<file path="config.mk">
export PLATFORM = sky130hd
export DESIGN_NAME = port_tx
export DESIGN_NICKNAME = d
export VERILOG_FILES = /design/src/rtl/port_tx_pkg.sv /design/src/rtl/port_tx.sv
export SDC_FILE = /design/constraint.sdc
export NUM_CORES = 1
export LEC_CHECK = 0
export ABC_AREA = 1
export BUFFER_PORTS_ARGS = -buffer_cell sky130_fd_sc_hd__buf_2
export CAP_MARGIN = 10
export CORE_AREA = 3 3 224 226
export DETAILED_ROUTE_END_ITERATION = 7
export DIE_AREA = 0 0 227 229
export GPL_ROUTABILITY_DRIVEN = 0
export GPL_TIMING_DRIVEN = 1
export PLACE_DENSITY = 0.46
export SYNTH_ARGS = -nofsm -noshare
export SYNTH_HDL_FRONTEND = slang
export SYNTH_SLANG_ARGS = --single-unit
</file>
<file path="constraint.sdc">
create_clock -name clk -period 2.47 [get_ports clk]
set_input_delay 0.3705 -clock clk [delete_from_list [all_inputs] [get_ports clk]]
set_output_delay 0.3705 -clock clk [all_outputs]
set_load 0.02 [all_outputs]
</file>
<file path="src/rtl/port_tx_pkg.sv">
// port_tx shared package: FSM states and header layout.
// Used by port_tx (optional build macro: PORT_TX_AF_BLOCK_EN).
package port_tx_pkg;

  localparam int DEST_W = 4;
  localparam int PRIO_W = 3;

  localparam int HDR_DEST_LSB = 0;
  localparam int HDR_PRIO_LSB = 4;
  localparam int HDR_LEN_LSB  = 7;

  typedef enum logic [2:0] {
    ST_IDLE,
    ST_SOP,
    ST_HDR,
    ST_DATA,
    ST_LAST,
    ST_EOP
  } state_t;

endpackage

</file>
<file path="src/rtl/port_tx.sv">
// port_tx: frames upstream packets into switch write beats.
// Define PORT_TX_AF_BLOCK_EN to also hold starts on almost_full.
module port_tx
  import port_tx_pkg::*;
#(
  parameter int DATA_WIDTH = 256,
  parameter int NUM_PRIO   = 8,
  parameter int LEN_W      = 9
) (
  input  logic                  clk,
  input  logic                  rst,
  input  logic                  s_vld,
  output logic                  s_rdy,
  input  logic [DATA_WIDTH-1:0] s_data,
  input  logic                  s_last,
  input  logic [3:0]            s_dest,
  input  logic [2:0]            s_prio,
  input  logic [LEN_W-1:0]      s_len,
  output logic                  wr_sop,
  output logic                  wr_eop,
  output logic                  wr_vld,
  output logic [DATA_WIDTH-1:0] wr_data,
  input  logic [NUM_PRIO-1:0]   full,
  input  logic [NUM_PRIO-1:0]   almost_full,
  output logic                  len_err,
  output logic [31:0]           pkt_cnt
);

  localparam logic [LEN_W-1:0] CNT_MAX = '1;

  state_t r_state;
  state_t w_next;

  logic [DEST_W-1:0]     r_dest;
  logic [PRIO_W-1:0]     r_prio;
  logic [LEN_W-1:0]      r_len;
  logic [LEN_W-1:0]      r_cnt;
  logic                  r_err;

  logic                  r_wr_sop;
  logic                  r_wr_eop;
  logic                  r_wr_vld;
  logic [DATA_WIDTH-1:0] r_wr_data;
  logic                  r_len_err;
  logic [31:0]           r_pkt_cnt;

  logic                  w_blk;
  logic                  w_start;
  logic                  w_acc;
  logic                  w_cnt_max;
  logic [LEN_W-1:0]      w_cnt_inc;
  logic                  w_bad_len;
  logic [DATA_WIDTH-1:0] w_hdr;

`ifdef PORT_TX_AF_BLOCK_EN
  assign w_blk = full[s_prio] | almost_full[s_prio];
`else
  logic w_unused_af;
  assign w_unused_af = ^almost_full;
  assign w_blk = full[s_prio];
`endif

  assign w_start   = (r_state == ST_IDLE) && s_vld && !w_blk;
  assign w_acc     = s_vld && s_rdy;
  assign w_cnt_max = (r_cnt == CNT_MAX);
  assign w_cnt_inc = r_cnt + LEN_W'(1);
  // a beat past saturation is an overrun even if len is the max value
  assign w_bad_len = w_cnt_max || (w_cnt_inc != r_len);

  // header word built from the fields latched at start
  always_comb begin
    w_hdr = '0;
    w_hdr[HDR_DEST_LSB +: DEST_W] = r_dest;
    w_hdr[HDR_PRIO_LSB +: PRIO_W] = r_prio;
    w_hdr[HDR_LEN_LSB  +: LEN_W]  = r_len;
  end

  // state register
  always_ff @(posedge clk) begin
    if (rst) begin
      r_state <= ST_IDLE;
    end else begin
      r_state <= w_next;
    end
  end

  // next state and upstream ready; the header cycle already
  // accepts the first beat so payload follows header gap-free
  always_comb begin
    w_next = r_state;
    s_rdy  = 1'b0;
    unique case (r_state)
      ST_IDLE: begin
        if (w_start) w_next = ST_SOP;
      end
      ST_SOP: begin
        w_next = ST_HDR;
      end
      ST_HDR: begin
        s_rdy  = 1'b1;
        w_next = (s_vld && s_last) ? ST_LAST : ST_DATA;
      end
      ST_DATA: begin
        s_rdy = 1'b1;
        if (s_vld && s_last) w_next = ST_LAST;
      end
      ST_LAST: begin
        w_next = ST_EOP;
      end
      ST_EOP: begin
        w_next = ST_IDLE;
      end
      default: begin
        w_next = ST_IDLE;
      end
    endcase
  end

  // per-packet context: latched header fields and beat counter
  always_ff @(posedge clk) begin
    if (rst) begin
      r_dest <= '0;
      r_prio <= '0;
      r_len  <= '0;
      r_cnt  <= '0;
      r_err  <= 1'b0;
    end else begin
      if (w_start) begin
        r_dest <= s_dest;
        r_prio <= s_prio;
        r_len  <= s_len;
        r_cnt  <= '0;
        r_err  <= 1'b0;
      end
      if (w_acc) begin
        r_cnt <= w_cnt_max ? r_cnt : w_cnt_inc;
        if (s_last) r_err <= w_bad_len;
      end
    end
  end

  // registered write framing, data and statistics
  always_ff @(posedge clk) begin
    if (rst) begin
      r_wr_sop  <= 1'b0;
      r_wr_eop  <= 1'b0;
      r_wr_vld  <= 1'b0;
      r_wr_data <= '0;
      r_len_err <= 1'b0;
      r_pkt_cnt <= '0;
    end else begin
      r_wr_sop  <= w_start;
      r_wr_eop  <= (r_state == ST_LAST);
      r_len_err <= (r_state == ST_LAST) && r_err;
      r_wr_vld  <= 1'b0;
      r_wr_data <= '0;
      if (r_state == ST_SOP) begin
        r_wr_vld  <= 1'b1;
        r_wr_data <= w_hdr;
      end else if (w_acc) begin
        r_wr_vld  <= 1'b1;
        r_wr_data <= s_data;
      end
      if (r_state == ST_LAST) begin
        r_pkt_cnt <= r_pkt_cnt + 32'd1;
      end
    end
  end

  assign wr_sop  = r_wr_sop;
  assign wr_eop  = r_wr_eop;
  assign wr_vld  = r_wr_vld;
  assign wr_data = r_wr_data;
  assign len_err = r_len_err;
  assign pkt_cnt = r_pkt_cnt;

endmodule

</file>
; ---- Word-level counts from Yosys, hierarchy flattened
; Index checks and enable logic that the tools add are counted.
[totals]
regBits = 321
input_bits = 292
[classes]
n_addsub = 2
reduce_logical = 13
magnitude_cmp = 1
bitwise_logic = 1
n_eq_ne = 9
n_mux = 17
[op_table]
columns = op, count
row1 = "32-bit by 1-bit adder with 32-bit output, second input constant", 1
row2 = 16-bit 2-to-1 mux, 2
row3 = 9-bit 2-to-1 mux, 3
row4 = 3-bit case mux with 5 select lines, 1
row5 = "9-bit by 1-bit adder with 9-bit output, second input constant", 1
row6 = "9-bit == test, second input constant", 1
row7 = 3-bit 2-to-1 mux, 3
row8 = 9-bit inequality test, 1
row9 = 1-bit 2-to-1 mux, 7
row10 = "3-bit by 2-bit == test with 1-bit output, second input constant", 2
row11 = "2-bit inequality test, second input constant", 3
row12 = 1-bit logical AND, 5
row13 = "3-bit by 4-bit less-than comparator with 1-bit output, second input constant", 1
row14 = 2-bit AND reduction, 2
row15 = 1-bit binary-select mux with 3-bit select, 1
row16 = "3-bit by 1-bit == test with 1-bit output, second input constant", 1
row17 = "3-bit == test, second input constant", 1
row18 = 3-bit logical NOT, 1
row19 = 3-bit OR reduction, 1
row20 = 2-bit nonzero test, 1
row21 = 2-bit OR reduction, 1
row22 = 1-bit logical NOT, 1
row23 = 1-bit logical OR, 1
row24 = 1-bit NOT, 1

; ---- Depth between registers and ports, before layout
; Gate-level depths: netlist of the first run.
[logic_depth]
depth_word = 7
mapped_depth = 17

; ---- Worst setup path before layout of the first run
; Ideal clock, no wire load.
[synth_timing]
kind = reg2reg
start = register r_cnt[0]
end = register r_err
synth_period_minus_slack_ps = 1872
setup_slack_ps = 598
path_stages_with_launch = 17
t_arrival_ps = 1763
setup_ps = 109
path_cell_list = dfxtp_1 ha_1 nand2_1 inv_1 nand4_1 nor2_1 ha_1 inv_1 nor2_1 nor2_1 nand3_1 nor2_1 nand2_1 nor2_1 nand3_1 nand2_1 inv_1
[synth_between]
elab_chain_cells = 5
word_cells_on_any_way = 6
[synth_lines]
columns = element, line
row1 = from (decl), port_tx.sv:37  ; logic [LEN_W-1:0] r_cnt;
row2 = from (signal assigned), port_tx.sv:136  ; r_cnt <= w_cnt_max ? r_cnt : w_cnt_inc;
row3 = 9-bit by 1-bit adder with 9-bit output, port_tx.sv:66  ; assign w_cnt_inc = r_cnt + LEN_W'(1);
row4 = 9-bit inequality test, port_tx.sv:68  ; assign w_bad_len = w_cnt_max || (w_cnt_inc != r_len);
row5 = 1-bit logical OR *, port_tx.sv:68
row6 = 1-bit 2-to-1 mux *, port_tx.sv:137  ; if (s_last) r_err <= w_bad_len;
row7 = 1-bit 2-to-1 mux *, port_tx.sv:135  ; if (w_acc) begin
row8 = to (signal assigned), port_tx.sv:137
row9 = to (decl), port_tx.sv:38  ; logic r_err;
; Every way passes the cells marked *; elsewhere a longest branch is shown, timed or not.
; A chain may end at the register's enable or synchronous reset.

; ---- Final worst setup path of the first run
; Ends and elaborated chain as after synthesis.

==> results of run 1 <==
## sequential cells by signal (all words and copies together) (netlist names)
signal and count:
r_state 3, wr_sop 1, wr_vld 1, r_dest 4, len_err 1, r_len 9, r_cnt 9, wr_data 256
wr_eop 1, pkt_cnt 32, r_err 1, r_prio 3
## layout by cell type (no fill, tap or decap), drive strengths merged, types with 7 or more instances in the layout
master	Yosys	layout
clkbuf	15	56
dfxtp	321	321
nand3b	7	7
nand2	199	199
dlygate4sd3	0	115
buf	28	589
a21oi	60	60
nand3	45	45
inv	313	314
clkinv	0	9
o21ai	37	37
nor2	337	337
## timing repair
| action | 4_1_cts | 5_1_grt |
|---|---|---|
| endpoints found under the setup margin | 0 | 1 |
| hold buffers | 115 | 0 |
| resized for setup | 0 | 1 |
| hold endpoints to repair | 115 | 0 |
## worst register-to-register path: cells and delay by family (launching register included)
family | cells | cell delay, ns
AND/OR/NAND/NOR | 11 | 0.98
flip-flops | 1 | 0.36
buffers and inverters | 3 | 0.21
adder cells (fa/ha/maj) | 2 | 0.46
## routing by layer
metal  up-vias  track usage (%)
met1      4863            19.73
li1       5445                -
met4        10            6.021
met2       376            25.21
met5         -                0
met3        76            6.293
## how the worst min path moves through the flow
| stage | end | slack [ns] |
|---|---|---|
| after floorplan | len_err$_SDFF_PP0_ | 0.42 |
| after global placement | len_err$_SDFF_PP0_ | 0.43 |
| after detailed placement | len_err$_SDFF_PP0_ | 0.43 |
| after CTS | wr_data[202]$_SDFF_PP0_ | 0.0001 |
| after global routing | wr_data[181]$_SDFF_PP0_ | 0.02 |
| final | wr_data[25]$_SDFF_PP0_ | 0.04 |
## logic make-up (layout without fill, tap and decap cells)
| group | after synthesis | count (layout) | synth area share [%] |
|---|---|---|---|
| buffers and inverters | 356 | 1088 | 12.71 |
| adders and majority gates | 3 | 3 | 0.3477 |
| xor gates and xnor gates | 2 | 2 | 0.1623 |
| DFF | 321 | 321 | 59.52 |
| and+or+nand+nor | 598 | 598 | 22.29 |
| other | 0 | 6 | 0 |
| AOI/OAI and AO/OA | 104 | 104 | 4.972 |
## metrics by stage
step	setup WS, ns	hold WS [ns]	utilization [%]	cells
after floorplan	0.5976	0.4191	-	1384
after global placement	0.2475	0.4333	29.65	2552
after detailed placement	0.2845	0.4310	29.65	2552
after CTS	0.2739	0.00009920	34.65	2738
after global routing	0.05056	0.02006	34.66	2739
final	0.3542	0.04235	34.69	2744
## power by group
group / switching (mW) / internal, mW / leakage [nW]
logic: 1.28 / 0.730 / 5.99
clock network: 2.27 / 3.39 / 0.620
registers: 0.162 / 5.55 / 2.59
## cell type report
class	instances	area, um2
antenna	6	15.01
clock buffer	56	1121
clock inverter	15	155.1
fill	5230	31710
inverter	313	1175
multi-input combinational	707	3010
sequential	321	6427
tap	622	778.2
timing repair buffer	704	4156
==> flow_metrics.tcl, run 1 <==
set metrics [dict create \
    cts_setup_buffers 0 \
    numCtsBuffers 40 \
    yosys_warnings 0 \
    wl_met3_um 4167 \
    min-delay-start "s_data[25]" \
    core-area_um2 48550 \
    grt.overflow.total 0 \
    grt_pass1_wl_um 63050 \
    static-leakage-power_nw 9.203 \
    io_pins 585 \
    rr_startpoint "r_cnt[0]$_SDFFE_PP0P_" \
    grt_use_total_pct 16.02 \
    final_nets 2382 \
    drt_iter0_drc 447 \
    finalSetupViolCount 0 \
    hold_violations 0 \
    ant_nets 0 \
    criticalPathCategory "reg -> reg" \
    die_w_um 227 \
    max_freq_mhz 472.6 \
    path_cells "ha_1 -> nand2_1 -> inv_1 -> nand4_1 -> nor2_1 -> ha_1 -> inv_1 -> nor2_1 -> nor2_1 -> nand3_1 -> nor2_1 -> nand2_1 -> nor2_1 -> nand3_1 -> nand2_1 -> inv_1" \
    hold_class "in -> reg" \
    ys_seq_area_share_pct 59.52 \
    yosys-top-cells-area "dfxtp_1, nor2_1, inv_1" \
    clk_latency_ns 0.55 \
    finalWirelength_um 43650 \
    clock_skew_ns 0.01469 \
    syn_to_final_growth_pct 55.96 \
    synth_most_common_cell "nor2_1" \
    port_buffers 576 \
    r2r_slack_ns 0.35 \
    layout-drive-gt1-share_pct 31.71 \
    viasPerCell 3.925 \
    post-route-min-period_ns 2.116 \
    crit_family "simple AND/OR/NAND/NOR gates" \
    firstDrtPassIters 5 \
    ys_top_cells_by_count "nor2_1, dfxtp_1, inv_1" \
    synth_cell_type_count 27 \
    rsz0062_at_grt "no" \
    synth_flop_cell "dfxtp_1" \
    clkTransAtPathRegs_ns 0.06 \
    p_per_area_nw_per_um2 794.0 \
    rows 81 \
    post_dp_cell_area_um2 14400 \
    synth_cells 1384 \
    maxCapViolations 0 \
    via_count 10770 \
    drcViolationCount 0 \
    h-tree-depth 2 \
    avgSynthCellArea_um2 7.801 \
    dp_hpwl_um 33890 \
    path_depth 16 \
    antenna_found_initial 12 \
    crit_buf_inv 3 \
    cp-startpoint "r_cnt[0]$_SDFFE_PP0P_" \
    synth_area_um2 10800 \
    clockBufferDepth 3 \
    synth_edf_count 0 \
    max_slew_margin_pct 64.31 \
    dr_wl_met2_um 19290 \
    wire_per_inst_um 15.91 \
    reg2regPathDepth 16 \
    ir_worst_vdd_v 0.0004932 \
    die_h_um 229 \
    cts.sinks 321 \
    clockRootBuffer "clkbuf_16" \
    highest_layer "met5" \
    cp_common_cell "nor2_1" \
    endpoint "r_err$_SDFF_PP0_" \
    timing.rr.end "r_err$_SDFF_PP0_" \
    tns_ns 0 \
    required_ns 2.91 \
    finalPower_mw 13.37 \
    hold_path_depth 3 \
    crit_fanout 6 \
    fin_area_um2 16840 \
    wl_met1_um 18800 \
    status "finished clean" \
    critical_path.max_stage_delay_ns 0.36 \
    cp-end-kind "register" \
    crit_arrival_ns 2.55 \
    grt_pass1_vias 10690 \
    yosysTopAreaCell "dfxtp_1" \
    start_util_pct 22.24 \
    synth_seq_cells 321 \
    cts_tree "built" \
    worstMarginPinSlew_ns 0.5353 \
    syn_nets 1679 \
    min_period_over_period_pct 85.66 \
    cp-start-kind "register" \
    cp_slowest_cell "dfxtp_2" \
    grt_max_degree 79 \
    die_area_um2 51980 \
    drv_slew 0 \
    async_reset_ff_share_pct 0 \
    synth_top_area_share_pct 59.52 \
]
Power figures use the tool's default switching activity.
==> inputs of run 2 (changes only) <==
PLACE_DENSITY = 0.57   (was 0.46)
==> run 2 against run 1 <==
  * Sequential power hardly changed
  * Die area stayed put
  * Routed wire length is 5.4% lower
  * Utilization is 1.4 points lower
==> flow_metrics.tcl, run 2 (synthesis results as in run 1) <==
set metrics [dict create \
    grt_util_met2_pct 24.57 \
    clkTransAtPathRegs_ns 0.06 \
    cts_setup_buffers 0 \
    final_nets 2319 \
    required_ns 2.90 \
    reg2regPathDepth 16 \
    cp-start-kind "register" \
    max_slew_margin_pct 62.41 \
    viasPerCell 3.991 \
    clk_latency_ns 0.54 \
    grt.overflow.total 0 \
    p_per_area_nw_per_um2 812.1 \
    rows 81 \
    post-route-util_pct 33.31 \
    static-leakage-power_nw 8.931 \
    met1_usage_pct 18.62 \
    r2r_slack_ns 0.29 \
    holdWs_ns 0.04595 \
    layout-drive-gt1-share_pct 32.47 \
    post_dp_cell_area_um2 14400 \
    use_met3_pct 5.012 \
    finalNonFillerCells 2671 \
    drt_iter0_drc 528 \
    min-delay-start "s_data[69]" \
    cts_tree "built" \
    grt_pass1_wl_um 59970 \
    ant_nets 0 \
    fin_area_um2 16170 \
    hold_violations 0 \
    crit_fanout 6 \
    timing.rr.end "r_err$_SDFF_PP0_" \
    fillCellCount 5168 \
    fin_ws_ns 0.2870 \
    finalSetupViolCount 0 \
    cts_resized 0 \
    clock_skew_ns 0.02425 \
    rr_startpoint "r_cnt[0]$_SDFFE_PP0P_" \
    largest_register_ffs 256 \
    firstDrtPassIters 5 \
    syn_to_final_growth_pct 49.77 \
    port_buffers 576 \
    drv_slew 0 \
    finalWirelength_um 41310 \
    post-route-min-period_ns 2.183 \
    max_freq_mhz 458.1 \
    drcViolationCount 0 \
    finalPower_mw 13.13 \
    die_h_um 229 \
    wire_per_inst_um 15.47 \
    start_util_pct 22.24 \
    numCtsBuffers 37 \
    min_period_over_period_pct 88.38 \
    die_w_um 227 \
    dp_hpwl_um 32260 \
    io_pins 585 \
    hold_class "in -> reg" \
    crit_arrival_ns 2.61 \
    rsz0062_at_grt "no" \
    top_usage_layer "met2" \
    hold_end "wr_data[69]$_SDFF_PP0_" \
    final_common_cell "buf_2" \
    via_count 10660 \
    ir_worst_vdd_v 0.0004657 \
    clockBufferDepth 3 \
    cp-end-kind "register" \
    criticalPathCategory "reg -> reg" \
    grt_use_total_pct 15.08 \
    hold_path_depth 3 \
    die_area_um2 51980 \
    clockRootBuffer "clkbuf_16" \
    dp_slack_ns 0.3216 \
    worstMarginPinSlew_ns 0.5639 \
    status "finished clean" \
    core-area_um2 48550 \
    tns_ns 0 \
    dp_cells 2552 \
    grt_pass1_vias 10590 \
    grt_max_degree 90 \
    cts.sinks 321 \
    h-tree-depth 2 \
    maxCapViolations 0 \
    antenna_found_initial 13 \
    mostFrequentLayoutCells "buf_2, nor2_1, dfxtp_1, inv_1, nand2_1" \
]
-- run 2: worst max path at each step --
stage                                   to             startpoint  slack [ns]  cells past startpoint
after floorplan           r_err$_SDFF_PP0_  r_cnt[0]$_SDFFE_PP0P_        0.60                     16
after global placement    r_err$_SDFF_PP0_  r_cnt[0]$_SDFFE_PP0P_        0.29                     16
after detailed placement  r_err$_SDFF_PP0_  r_cnt[0]$_SDFFE_PP0P_        0.32                     16
after CTS                 r_err$_SDFF_PP0_  r_cnt[0]$_SDFFE_PP0P_        0.30                     16
after global routing      r_err$_SDFF_PP0_  r_cnt[0]$_SDFFE_PP0P_        0.04                     16
final                     r_err$_SDFF_PP0_  r_cnt[0]$_SDFFE_PP0P_        0.29                     16
-- run 2: final cells by class --
| type | instances | area (um2) | area share (%) |
|---|---|---|---|
| multi-input combinational | 707 | 3010 | 18.62 |
| clock inverter | 8 | 118.9 | 0.7351 |
| inverter | 313 | 1175 | 7.266 |
| timing repair buffer | 644 | 3556 | 21.99 |
| tap | 622 | 778.2 | 4.813 |
| sequential | 321 | 6426 | 39.74 |
| clock buffer | 55 | 1104 | 6.825 |
| antenna | 1 | 2.502 | 0.01548 |
-- run 2: per-layer routing --
metal / up-vias / part of all wire [%]
met4: 10 / 3.4
met5: - / 0.19
met2: 456 / 45
met1: 4792 / 42
li1: 5310 / -
met3: 91 / 9.2
-- run 2: worst max-delay path, cell delays in order (launching register included) --
cell     delay [ns]
dfxtp_1        0.42
ha_1           0.22
nand2_1        0.09
inv_1          0.10
nand4_1        0.13
nor2_1         0.13
ha_1           0.25
inv_1          0.07
nor2_1         0.04
nor2_1         0.10
nand3_1        0.07
nor2_1         0.11
nand2_1        0.06
nor2_1         0.08
nand3_1        0.10
nand2_1        0.08
inv_1          0.04
-- run 2: power breakdown --
part,leakage [nW],internal [mW],total [mW],switching (mW)
combinational,5.74,0.673,1.92,1.25
clock,0.599,3.31,5.50,2.20
sequential,2.59,5.54,5.71,0.162
total,8.93,9.53,13.1,3.60
-- run 2: what timing repair did --
action,CTS,global route
hold buffers,55,0
hold endpoints to repair,55,0
setup endpoints to repair,0,0
==> inputs of run 3 (changes only) <==
clock period = 2.7 ns   (was 2.47 ns; I/O delays follow)
==> run 3 against run 2 <==
  * Count of clock-buffer cells in the layout down 1
  * Clock power down 5.1%
  * Critical path depth unchanged
  * Routed wire length down 1.6%
  * Critical path type unchanged
  * Largest power group unchanged
  * Worst hold slack better by 0.030 ns
  * Sequential cell count unchanged
  * Register-to-register slack better by 0.22 ns
==> flow_metrics.tcl, run 3 (synthesis results as in run 1) <==
set metrics [dict create \
    fillCellCount 5220 \
    grt_pass1_vias 10020 \
    crit_arrival_ns 2.61 \
    fin_ws_ns 0.5114 \
    grt_use_total_pct 14.66 \
    fin_area_um2 15670 \
    required_ns 3.12 \
    rsz0062_at_grt "no" \
    die_h_um 229 \
    clk_latency_ns 0.53 \
    port_buffers 576 \
    drt_iter0_drc 542 \
    status "finished clean" \
    finalWirelength_um 40670 \
    cts_tree "built" \
    path_cells "ha_1 -> nand2_1 -> inv_1 -> nand4_1 -> nor2_1 -> ha_1 -> inv_1 -> nor2_1 -> nor2_1 -> nand3_1 -> nor2_1 -> nand2_1 -> nor2_1 -> nand3_1 -> nand2_1 -> inv_1" \
    drcViolationCount 0 \
    post_dp_cell_area_um2 14370 \
    numCtsBuffers 37 \
    core-area_um2 48550 \
    start_util_pct 22.24 \
    wire_per_inst_um 15.51 \
    holdBufCountCts 0 \
    finalNonFillerCells 2622 \
    antenna_found_initial 15 \
    h-tree-depth 2 \
    cp_slowest_cell "dfxtp_1" \
    maxCapViolations 0 \
    crit_family "simple AND/OR/NAND/NOR gates" \
    drv_slew 0 \
    cts.sinks 321 \
    final_nets 2264 \
    hold_class "in -> reg" \
    ir_worst_vdd_v 0.0004242 \
    final_common_cell "buf_2" \
    criticalPathCategory "reg -> reg" \
    rows 81 \
    clockBufferDepth 3 \
    largest_register_ffs 256 \
    syn_to_final_growth_pct 45.09 \
    worstMarginPinSlew_ns 0.8558 \
    post-route-util_pct 32.27 \
    dp_cells 2552 \
    grt_pass1_wl_um 58030 \
    die_w_um 227 \
    clkTransAtPathRegs_ns 0.06 \
    clock_skew_ns 0.01947 \
    firstDrtPassIters 5 \
    static-leakage-power_nw 8.711 \
    cp-end-kind "register" \
    grt.overflow.total 0 \
    holdWs_ns 0.07552 \
    tns_ns 0 \
    viasPerCell 3.977 \
    dp_hpwl_um 32340 \
    die_area_um2 51980 \
    cp_common_cell "nor2_1" \
    cp-start-kind "register" \
    hold_violations 0 \
    post-route-min-period_ns 2.189 \
    clockRootBuffer "clkbuf_16" \
    grt_max_degree 87 \
    ant_nets 0 \
    crit_fanout 6 \
    max_slew_margin_pct 42.95 \
    finalSetupViolCount 0 \
    min_period_over_period_pct 81.06 \
    mostFrequentLayoutCells "buf_2, nor2_1, dfxtp_1, inv_1, nand2_1" \
    p_per_area_nw_per_um2 773.1 \
    io_pins 585 \
    critical_path.max_stage_delay_ns 0.41 \
    via_count 10430 \
    dp_slack_ns 0.5028 \
    max_freq_mhz 456.9 \
    finalPower_mw 12.11 \
    cts_resized 0 \
    crit_buf_inv 3 \
    layout-drive-gt1-share_pct 33.43 \
    cts_setup_buffers 0 \
]
==> run 3: cell count changes in the layout (fill, tap and decap cells not counted) <==
cell	change
diode_2	+4
dlygate4sd3_1	-55
clkinvlp_4	+2
clkbuf_8	-3
clkbuf_16	+2
buf_12	-2
inv_16	-1
clkinv_2	+1
buf_4	+2
inv_6	-1
bufinv_16	+2
==> run 3: path summary, 6_finish.rpt <==
path / startpoint / to / slack [ns] / cells past startpoint
hold reg to reg: r_dest[3]$_SDFFE_PP0P_ / r_dest[3]$_SDFFE_PP0P_ / 0.44 / 2
hold / removal: s_data[115] / wr_data[115]$_SDFF_PP0_ / 0.08 / 3
setup reg to reg: r_cnt[0]$_SDFFE_PP0P_ / r_err$_SDFF_PP0_ / 0.51 / 16
setup / recovery: r_cnt[0]$_SDFFE_PP0P_ / r_err$_SDFF_PP0_ / 0.51 / 16
==> run 3: power by group <==
part | total (mW) | leakage, nW | internal [mW] | switching [mW]
Clock | 5.22 | 0.620 | 3.24 | 1.98
Combinational | 1.67 | 5.50 | 0.556 | 1.11
Sequential | 5.22 | 2.59 | 5.07 | 0.148
==> run 3: worst register-to-register path: stages (launching register included) <==
cell and delay [ns]:
dfxtp_1 0.41, ha_1 0.22, nand2_1 0.10, inv_1 0.11, nand4_1 0.13, nor2_1 0.16, ha_1 0.26, inv_1 0.08
nor2_1 0.04, nor2_1 0.11, nand3_1 0.07, nor2_1 0.09, nand2_1 0.06, nor2_1 0.08, nand3_1 0.09, nand2_1 0.07
inv_1 0.04
==> run 3: layer usage <==
layer,GRT usage [%],wire length [um]
met2,23.82,18360
met1,17.99,17150
met3,5.614,3854
met5,0,64
met4,4.373,1234
==> run 3: area by class of cell <==
| class | instances | area, um2 | area share, % |
|---|---|---|---|
| diodes | 5 | 12.51 | 0.07987 |
| clock buffers | 54 | 1112 | 7.101 |
| repair buffers | 589 | 2980 | 19.03 |
| flip-flops and latches | 321 | 6426 | 41.02 |
| inverters | 313 | 1175 | 7.500 |
| clock inverters | 11 | 170.2 | 1.086 |
| well taps | 622 | 778.2 | 4.968 |
| multi-input cells | 707 | 3010 | 19.22 |
